--- src/rtl/receive_mailbox.sv ---
// receive_mailbox: drains the receive queue into one single-entry slot per
// sender core and serves specific-sender or round-robin receive requests.
module receive_mailbox #(
    parameter int unsigned NUM_SRC = 4,
    parameter int unsigned SRC_W   = 2,
    parameter int unsigned DATA_W  = 64
) (
    input  logic              clk,
    input  logic              rst,
    input  logic              flush,
    input  logic              rq_valid,
    output logic              rq_ready,
    input  logic [SRC_W-1:0]  rq_source,
    input  logic [DATA_W-1:0] rq_payload,
    input  logic              req_valid,
    output logic              req_ready,
    input  logic              req_any,
    input  logic [SRC_W-1:0]  req_source,
    output logic              resp_valid,
    input  logic              resp_ready,
    output logic [SRC_W-1:0]  resp_source,
    output logic [DATA_W-1:0] resp_payload,
    output logic [NUM_SRC-1:0] occupancy
);

    localparam logic [SRC_W:0] NUM_SRC_W = (SRC_W+1)'(NUM_SRC);

    typedef enum logic [1:0] {
        IDLE  = 2'd0,
        MATCH = 2'd1,
        WAIT  = 2'd2,
        RESP  = 2'd3
    } state_t;

    state_t              state;
    logic [NUM_SRC-1:0]  full;
    logic [DATA_W-1:0]   slot_data [NUM_SRC];
    logic                lat_any;
    logic [SRC_W-1:0]    lat_src;
    logic [SRC_W-1:0]    rr_ptr;

    logic                hit;
    logic [SRC_W-1:0]    sel;
    logic [SRC_W:0]      scan_sum;
    logic [SRC_W:0]      sel_inc;
    logic [SRC_W-1:0]    rr_next;

    // Handshake readies: slot availability uses the pre-clear full bit
    assign rq_ready  = ~flush & ~full[rq_source];
    assign req_ready = ~flush & (state == IDLE);
    assign occupancy = full;

    // Slot selection for the latched request: specific slot or first full slot from rr_ptr
    always_comb begin
        hit      = 1'b0;
        sel      = lat_src;
        scan_sum = '0;
        if (lat_any) begin
            for (int i = 0; i < int'(NUM_SRC); i++) begin
                scan_sum = {1'b0, rr_ptr} + (SRC_W+1)'(i);
                if (scan_sum >= NUM_SRC_W) begin
                    scan_sum = scan_sum - NUM_SRC_W;
                end
                if (!hit && full[scan_sum[SRC_W-1:0]]) begin
                    hit = 1'b1;
                    sel = scan_sum[SRC_W-1:0];
                end
            end
        end else begin
            hit = full[lat_src];
        end
    end

    // Round-robin pointer advances to the slot after the one served
    always_comb begin
        sel_inc = {1'b0, sel} + (SRC_W+1)'(1);
        if (sel_inc >= NUM_SRC_W) begin
            sel_inc = '0;
        end
        rr_next = sel_inc[SRC_W-1:0];
    end

    // Control FSM, slot full flags and response registers
    always_ff @(posedge clk) begin
        if (rst) begin
            state        <= IDLE;
            full         <= '0;
            lat_any      <= 1'b0;
            lat_src      <= '0;
            rr_ptr       <= '0;
            resp_valid   <= 1'b0;
            resp_source  <= '0;
            resp_payload <= '0;
        end else if (flush) begin
            state      <= IDLE;
            full       <= '0;
            resp_valid <= 1'b0;
        end else begin
            case (state)
                IDLE: begin
                    if (req_valid) begin
                        lat_any <= req_any;
                        lat_src <= req_source;
                        state   <= MATCH;
                    end
                end
                MATCH, WAIT: begin
                    if (hit) begin
                        resp_valid   <= 1'b1;
                        resp_source  <= sel;
                        resp_payload <= slot_data[sel];
                        full[sel]    <= 1'b0;
                        if (lat_any) begin
                            rr_ptr <= rr_next;
                        end
                        state <= RESP;
                    end else begin
                        state <= WAIT;
                    end
                end
                RESP: begin
                    if (resp_ready) begin
                        resp_valid <= 1'b0;
                        state      <= IDLE;
                    end
                end
                default: state <= IDLE;
            endcase
            // Never collides with the clear above: rq_ready requires the slot empty
            if (rq_valid && rq_ready) begin
                full[rq_source] <= 1'b1;
            end
        end
    end

    // Slot payload storage, written on an accepted inbound transfer
    always_ff @(posedge clk) begin
        if (!rst && rq_valid && rq_ready) begin
            slot_data[rq_source] <= rq_payload;
        end
    end

endmodule

--- config.mk ---
export PLATFORM = sky130hd
export DESIGN_NAME = receive_mailbox
export DESIGN_NICKNAME = d
export VERILOG_FILES = /design/src/rtl/receive_mailbox.sv
export SDC_FILE = /design/constraint.sdc
export NUM_CORES = 1
export LEC_CHECK = 0
export CAP_MARGIN = 10
export CORE_MARGIN = 3
export CORE_UTILIZATION = 30
export CTS_CLUSTER_DIAMETER = 40
export DETAILED_ROUTE_END_ITERATION = 16
export PLACE_DENSITY = 0.54
export SYNTH_ARGS = -nofsm -noshare
export SYNTH_HDL_FRONTEND = slang
export SYNTH_SLANG_ARGS = --single-unit
--- constraint.sdc ---
create_clock -name clk -period 31.2 [get_ports clk]
set_input_delay 6.24 -clock clk [delete_from_list [all_inputs] [get_ports clk]]
set_output_delay 6.24 -clock clk [all_outputs]
set_load 0.01 [all_outputs]
==> results.txt <==
The post-detailed-route wirelength per cell came out at 18.6 um. Registers are responsible for 42.1% of the overall power. The total wirelength of the detailed-routed design was 31400 um.

The max-slew violation total from the final report came out at 0. Sequential-to-total area share from yosys stat: 70.8%. For this design the top-level I/O count stands at 148.

The tools report the deepest level of the CTS H-tree as 2. Buffers placed on the I/O ports in this run total 147. After clock tree synthesis, the repair step resized 0 gates.

TritonCTS built the clock tree. Between clock sinks in the finished design, the worst skew comes to 0.0217 ns. For the count of standard-cell rows, the log shows 75.

At the end of the flow, the number of nets in the layout was 1146. STA classifies the critical path startpoint as an input port. Clock tree synthesis selected as its root buffer the cell sky130_fd_sc_hd__clkbuf_16.

The data required time at the worst endpoint was 24.96 ns; the multiplexer share of the synthesized area was 5.78%. The area share of fa/ha/maj cells after synthesis works out to 0.287%. For this run, the number of Yosys warnings is 0. By instance count, the cell type seen most on the critical path is sky130_fd_sc_hd__clkdlybuf4s50_1.

The first detailed-routing pass ran for 5 iterations. After filler insertion, the fill cell instance count of the layout stands at 3941. The floorplan step defined a core boundary enclosing 42500 sq um. For the relative slew slack, the log shows 30.1%. The type of the most critical hold path is reg2reg.

The final clock period utilization by the worst path was 45.9%. The count of mapped cells out of synthesis came out at 916. Global routing used 13.5% of the available tracks. Yosys attributes the largest share of cell area to sky130_fd_sc_hd__edfxtp_1, sky130_fd_sc_hd__dfxtp_1, sky130_fd_sc_hd__mux2i_1.

In this run, the clock network consumes 53.8% of the power. For this configuration, the core starts out at a cell density of 30.7%. The synthesized design spends more area on one cell type than any other, namely sky130_fd_sc_hd__edfxtp_1.

The critical path goes through clkdlybuf4s50_1 -> mux4_2 -> nor2_1 -> clkdlybuf4s50_1. The multi-input combinational cells in the finished layout cover a total of 3470 sq um. After clock tree synthesis, the clock-pin slew on the worst setup and hold paths is 0.04 ns. Non-filler instance count after layout: 1692.

The number of global-route vias before repair was 8085. The layout-stage area growth over the synthesis result was 29.9%. The run gives 0 as the final number of setup-violating endpoints. The startpoint identified for the worst register-to-register timing path is occupancy[0]. Grouping stages by cell kind, the critical path spends the most delay in buffers and inverters. The area of the die is 46100 sq um. The number of buffers and inverters on the critical path was 2. The run gives 13100 sq um as the netlist area before placement.

The endpoint identified for the worst register-to-register timing path is resp_payload[34]. The final core utilization was 39.9%. The total CTS buffers was 56.

Global routing used 16.8% of the available met1 tracks. The critical path depth in cells was 4; the final global-route overflow total was 0. For the number of vias after detailed routing, the log shows 8025. Averaged over all synthesized cells, the footprint is 14.3 sq um. Tracing the worst setup path back leads to its startpoint at rq_source[0]. Entering global routing, the biggest net connects 93 pins.

The critical path ends at rq_ready. The power dissipated by switching net loads is 245 uW. The slew at the pin closest to its max-slew limit is 1.05 ns. Subtracting the final worst setup slack from the clock period gives 14.33 ns.

The post-placement cell count came out at 1587. The first global-routing pass estimated 48400 um of wire. For this run, design rule violations remaining after detail routing come to 0. Summing all flip-flop and latch instances after layout gives 9250 sq um. In this run the register-to-register setup slack is 27.12 ns.

In the final layout, the share of cells above drive strength 1 is 11.7%. Clock tree synthesis found a total of 334 sinks. The die boundary width came out at 215 um. Of the total synthesized cell area, the portion taken by XOR and XNOR cells is 0%. The critical path is of the in2out type.

The worst setup path is captured at an output port. The detailed router finished its first iteration with 379 violations. The run finished with clean final reports. The count of buffers added by post-CTS timing repair for setup is 0, and the switching share of power is 21.2%.

The mean number of vias per cell is 4.74. After synthesis, the largest family of logic cells by area is compound AO/OA/AOI/OAI gates. No sink is reached through more buffers than the 3 on the longest clock path. The arrival time at the worst endpoint was 8.09 ns.

The final count of hold timing violations was 0; the total nets after synthesis was 994. Of the total synthesized cell area, the portion taken by AND, OR, NAND and NOR gates is 7.98%. The top achievable clock speed was 0.0698 GHz; the total negative setup slack was 0 ns. The fraction of the mapped netlist area in compound gates is 12.2%, and the routing usage on met3 is 3.59%.

After synthesis, the share of flip-flops with an asynchronous set or reset is 0%. The layer with the highest usage after global routing is met2. For this design the ratio of total power to cell area is 68.1 nW/um^2. The repair_antennas step left the layout with diodes totalling 0. The slowest stage cell on the critical path is sky130_fd_sc_hd__clkdlybuf4s50_1. The floorplan step set the die height to 215 um. For the worst-skew pair, the clock arrives at the later sink with an insertion delay of 0.58 ns. For this run, the slowest stage of the critical path takes 0.61 ns. The proportion of power drawn by combinational gates is 4.1%.

Detailed placement finished with a half-perimeter wire length of 16500 um. The detail route stage leaves a number of antenna-violating nets equal to 0. Setup repair after global routing left no endpoint under its margin. The tools report the number of antenna violations at the first check in global routing as 2. The worst-case IR drop observed on VDD is 0.0385 mV. The portion of synthesized cell area occupied by the leading cell type came out at 58.9%. The worst register-to-register path has a depth of 8. Max-cap violations in this run came to 0.

The congestion estimate from routability-driven global placement came to 0.725. For the number of distinct library cell variants in the gate-level netlist after synthesis, the log shows 58. Internal power comes to 911 uW. The leakage power summed over all cells was 6.08 nW.

The number of hold buffers added after CTS was 0. For the global-route met2 utilization, the log shows 23.0%. The top fanout value on the critical path came out at 5. The most used flip-flop cell after synthesis is sky130_fd_sc_hd__edfxtp_1.

The synthesized design contains 334 register bits. Yosys mapped a number of flops with a built-in enable equal to 256.
worst reg2reg max path, stage by stage, from the launching register on:
cell and delay [ns]:
sky130_fd_sc_hd__dfxtp_1 0.70, sky130_fd_sc_hd__or3b_1 0.40, sky130_fd_sc_hd__a21oi_1 0.16, sky130_fd_sc_hd__a22o_1 0.23, sky130_fd_sc_hd__o2111ai_4 0.53, sky130_fd_sc_hd__nand2_4 0.62, sky130_fd_sc_hd__buf_4 0.86, sky130_fd_sc_hd__mux2i_1 0.33
sky130_fd_sc_hd__o211ai_1 0.10
layout make-up:
type	count	share of cell area [%]
sequential	334	54.5
multi-input combinational	508	20.4
tap	577	4.25
inverter	8	0.177
clock buffer	70	8.75
timing repair buffer	160	9.25
clock inverter	35	2.62
power groups by stage:
stage               clock network (mW)  logic (mW)  registers (mW)
floorplan                            0      0.0261           0.495
global placement                     0      0.0478           0.494
detailed placement                   0      0.0488           0.495
CTS                              0.640      0.0490           0.486
global route                     0.663      0.0525           0.486
finish                           0.622      0.0477           0.486
cell usage in the layout (no fill, tap or decap), types with 5 or more instances in the layout:
cell type | Yosys | final
sky130_fd_sc_hd__a21boi_0 | 64 | 64
sky130_fd_sc_hd__a21oi_1 | 10 | 10
sky130_fd_sc_hd__and3_1 | 64 | 63
sky130_fd_sc_hd__buf_4 | 5 | 13
sky130_fd_sc_hd__bufinv_16 | 0 | 8
sky130_fd_sc_hd__clkbuf_1 | 37 | 12
sky130_fd_sc_hd__clkbuf_16 | 0 | 57
sky130_fd_sc_hd__clkdlybuf4s50_1 | 0 | 147
sky130_fd_sc_hd__clkinvlp_4 | 0 | 8
sky130_fd_sc_hd__dfxtp_1 | 78 | 78
sky130_fd_sc_hd__edfxtp_1 | 256 | 256
sky130_fd_sc_hd__inv_1 | 8 | 8
sky130_fd_sc_hd__inv_6 | 0 | 9
sky130_fd_sc_hd__mux2i_1 | 68 | 68
sky130_fd_sc_hd__nand2_1 | 83 | 83
sky130_fd_sc_hd__nand2b_1 | 6 | 6
sky130_fd_sc_hd__nand3_1 | 5 | 5
sky130_fd_sc_hd__nor2_1 | 16 | 16
sky130_fd_sc_hd__o211ai_1 | 60 | 60
sky130_fd_sc_hd__o21ai_0 | 22 | 22
sky130_fd_sc_hd__o21ai_1 | 48 | 48
synth_stat cells, types with 6 or more instances:
cell,n
sky130_fd_sc_hd__mux2i_1,68
sky130_fd_sc_hd__buf_6,7
sky130_fd_sc_hd__and3_1,64
sky130_fd_sc_hd__nand2b_1,6
sky130_fd_sc_hd__edfxtp_1,256
sky130_fd_sc_hd__nor3_1,6
sky130_fd_sc_hd__o211ai_1,60
sky130_fd_sc_hd__o21ai_1,48
sky130_fd_sc_hd__dfxtp_1,78
sky130_fd_sc_hd__a21oi_1,10
sky130_fd_sc_hd__buf_2,16
sky130_fd_sc_hd__clkbuf_1,37
sky130_fd_sc_hd__inv_1,8
sky130_fd_sc_hd__o21ai_0,22
sky130_fd_sc_hd__a21boi_0,64
sky130_fd_sc_hd__nand2_1,83
sky130_fd_sc_hd__nor2_1,16
per-stage QoR:
stage	hold WS [ns]	power (mW)	area (sq um)	setup slack (ns)
6_report	0.469	1.16	17000	16.87
5_1_grt	0.501	1.20	17000	16.78
4_1_cts	0.480	1.17	17000	16.85
3_5_place_dp	0.470	0.543	15000	16.87
3_3_place_gp	0.462	0.542	15000	16.91
2_1_floorplan	0.480	0.521	13100	16.76
routing by layer:
metal,vias to the layer above,wire length [um]
met3,71,1500
li1,3816,-
met5,-,34
met4,4,719
met1,3978,13800
met2,156,15400
worst min path at each step:
| stage | from | to | slack (ns) | cells past startpoint |
|---|---|---|---|---|
| final | resp_payload[41] | resp_payload[41] | 0.47 | 2 |
| after global routing | resp_payload[41] | resp_payload[41] | 0.50 | 2 |
| after CTS | resp_payload[41] | resp_payload[41] | 0.48 | 2 |
| after detailed placement | resp_payload[41] | resp_payload[41] | 0.47 | 2 |
| after global placement | resp_payload[55] | resp_payload[55] | 0.46 | 2 |
| after floorplan | lat_src[1] | lat_src[1] | 0.48 | 2 |
kinds of logic after synthesis:
kind of cell | count (synthesis)
compound gates | 230
fa+ha+maj | 3
buf+inv | 74
flops | 334
mux | 72
simple gates | 203
registers in the layout, summed over array words and instances, names as in the netlist:
signal        count
lat_any           1
lat_src           2
occupancy         4
resp_payload     64
resp_source       2
resp_valid        1
rr_ptr            2
slot_data       256
state             2
Power figures use the tool's default switching activity.
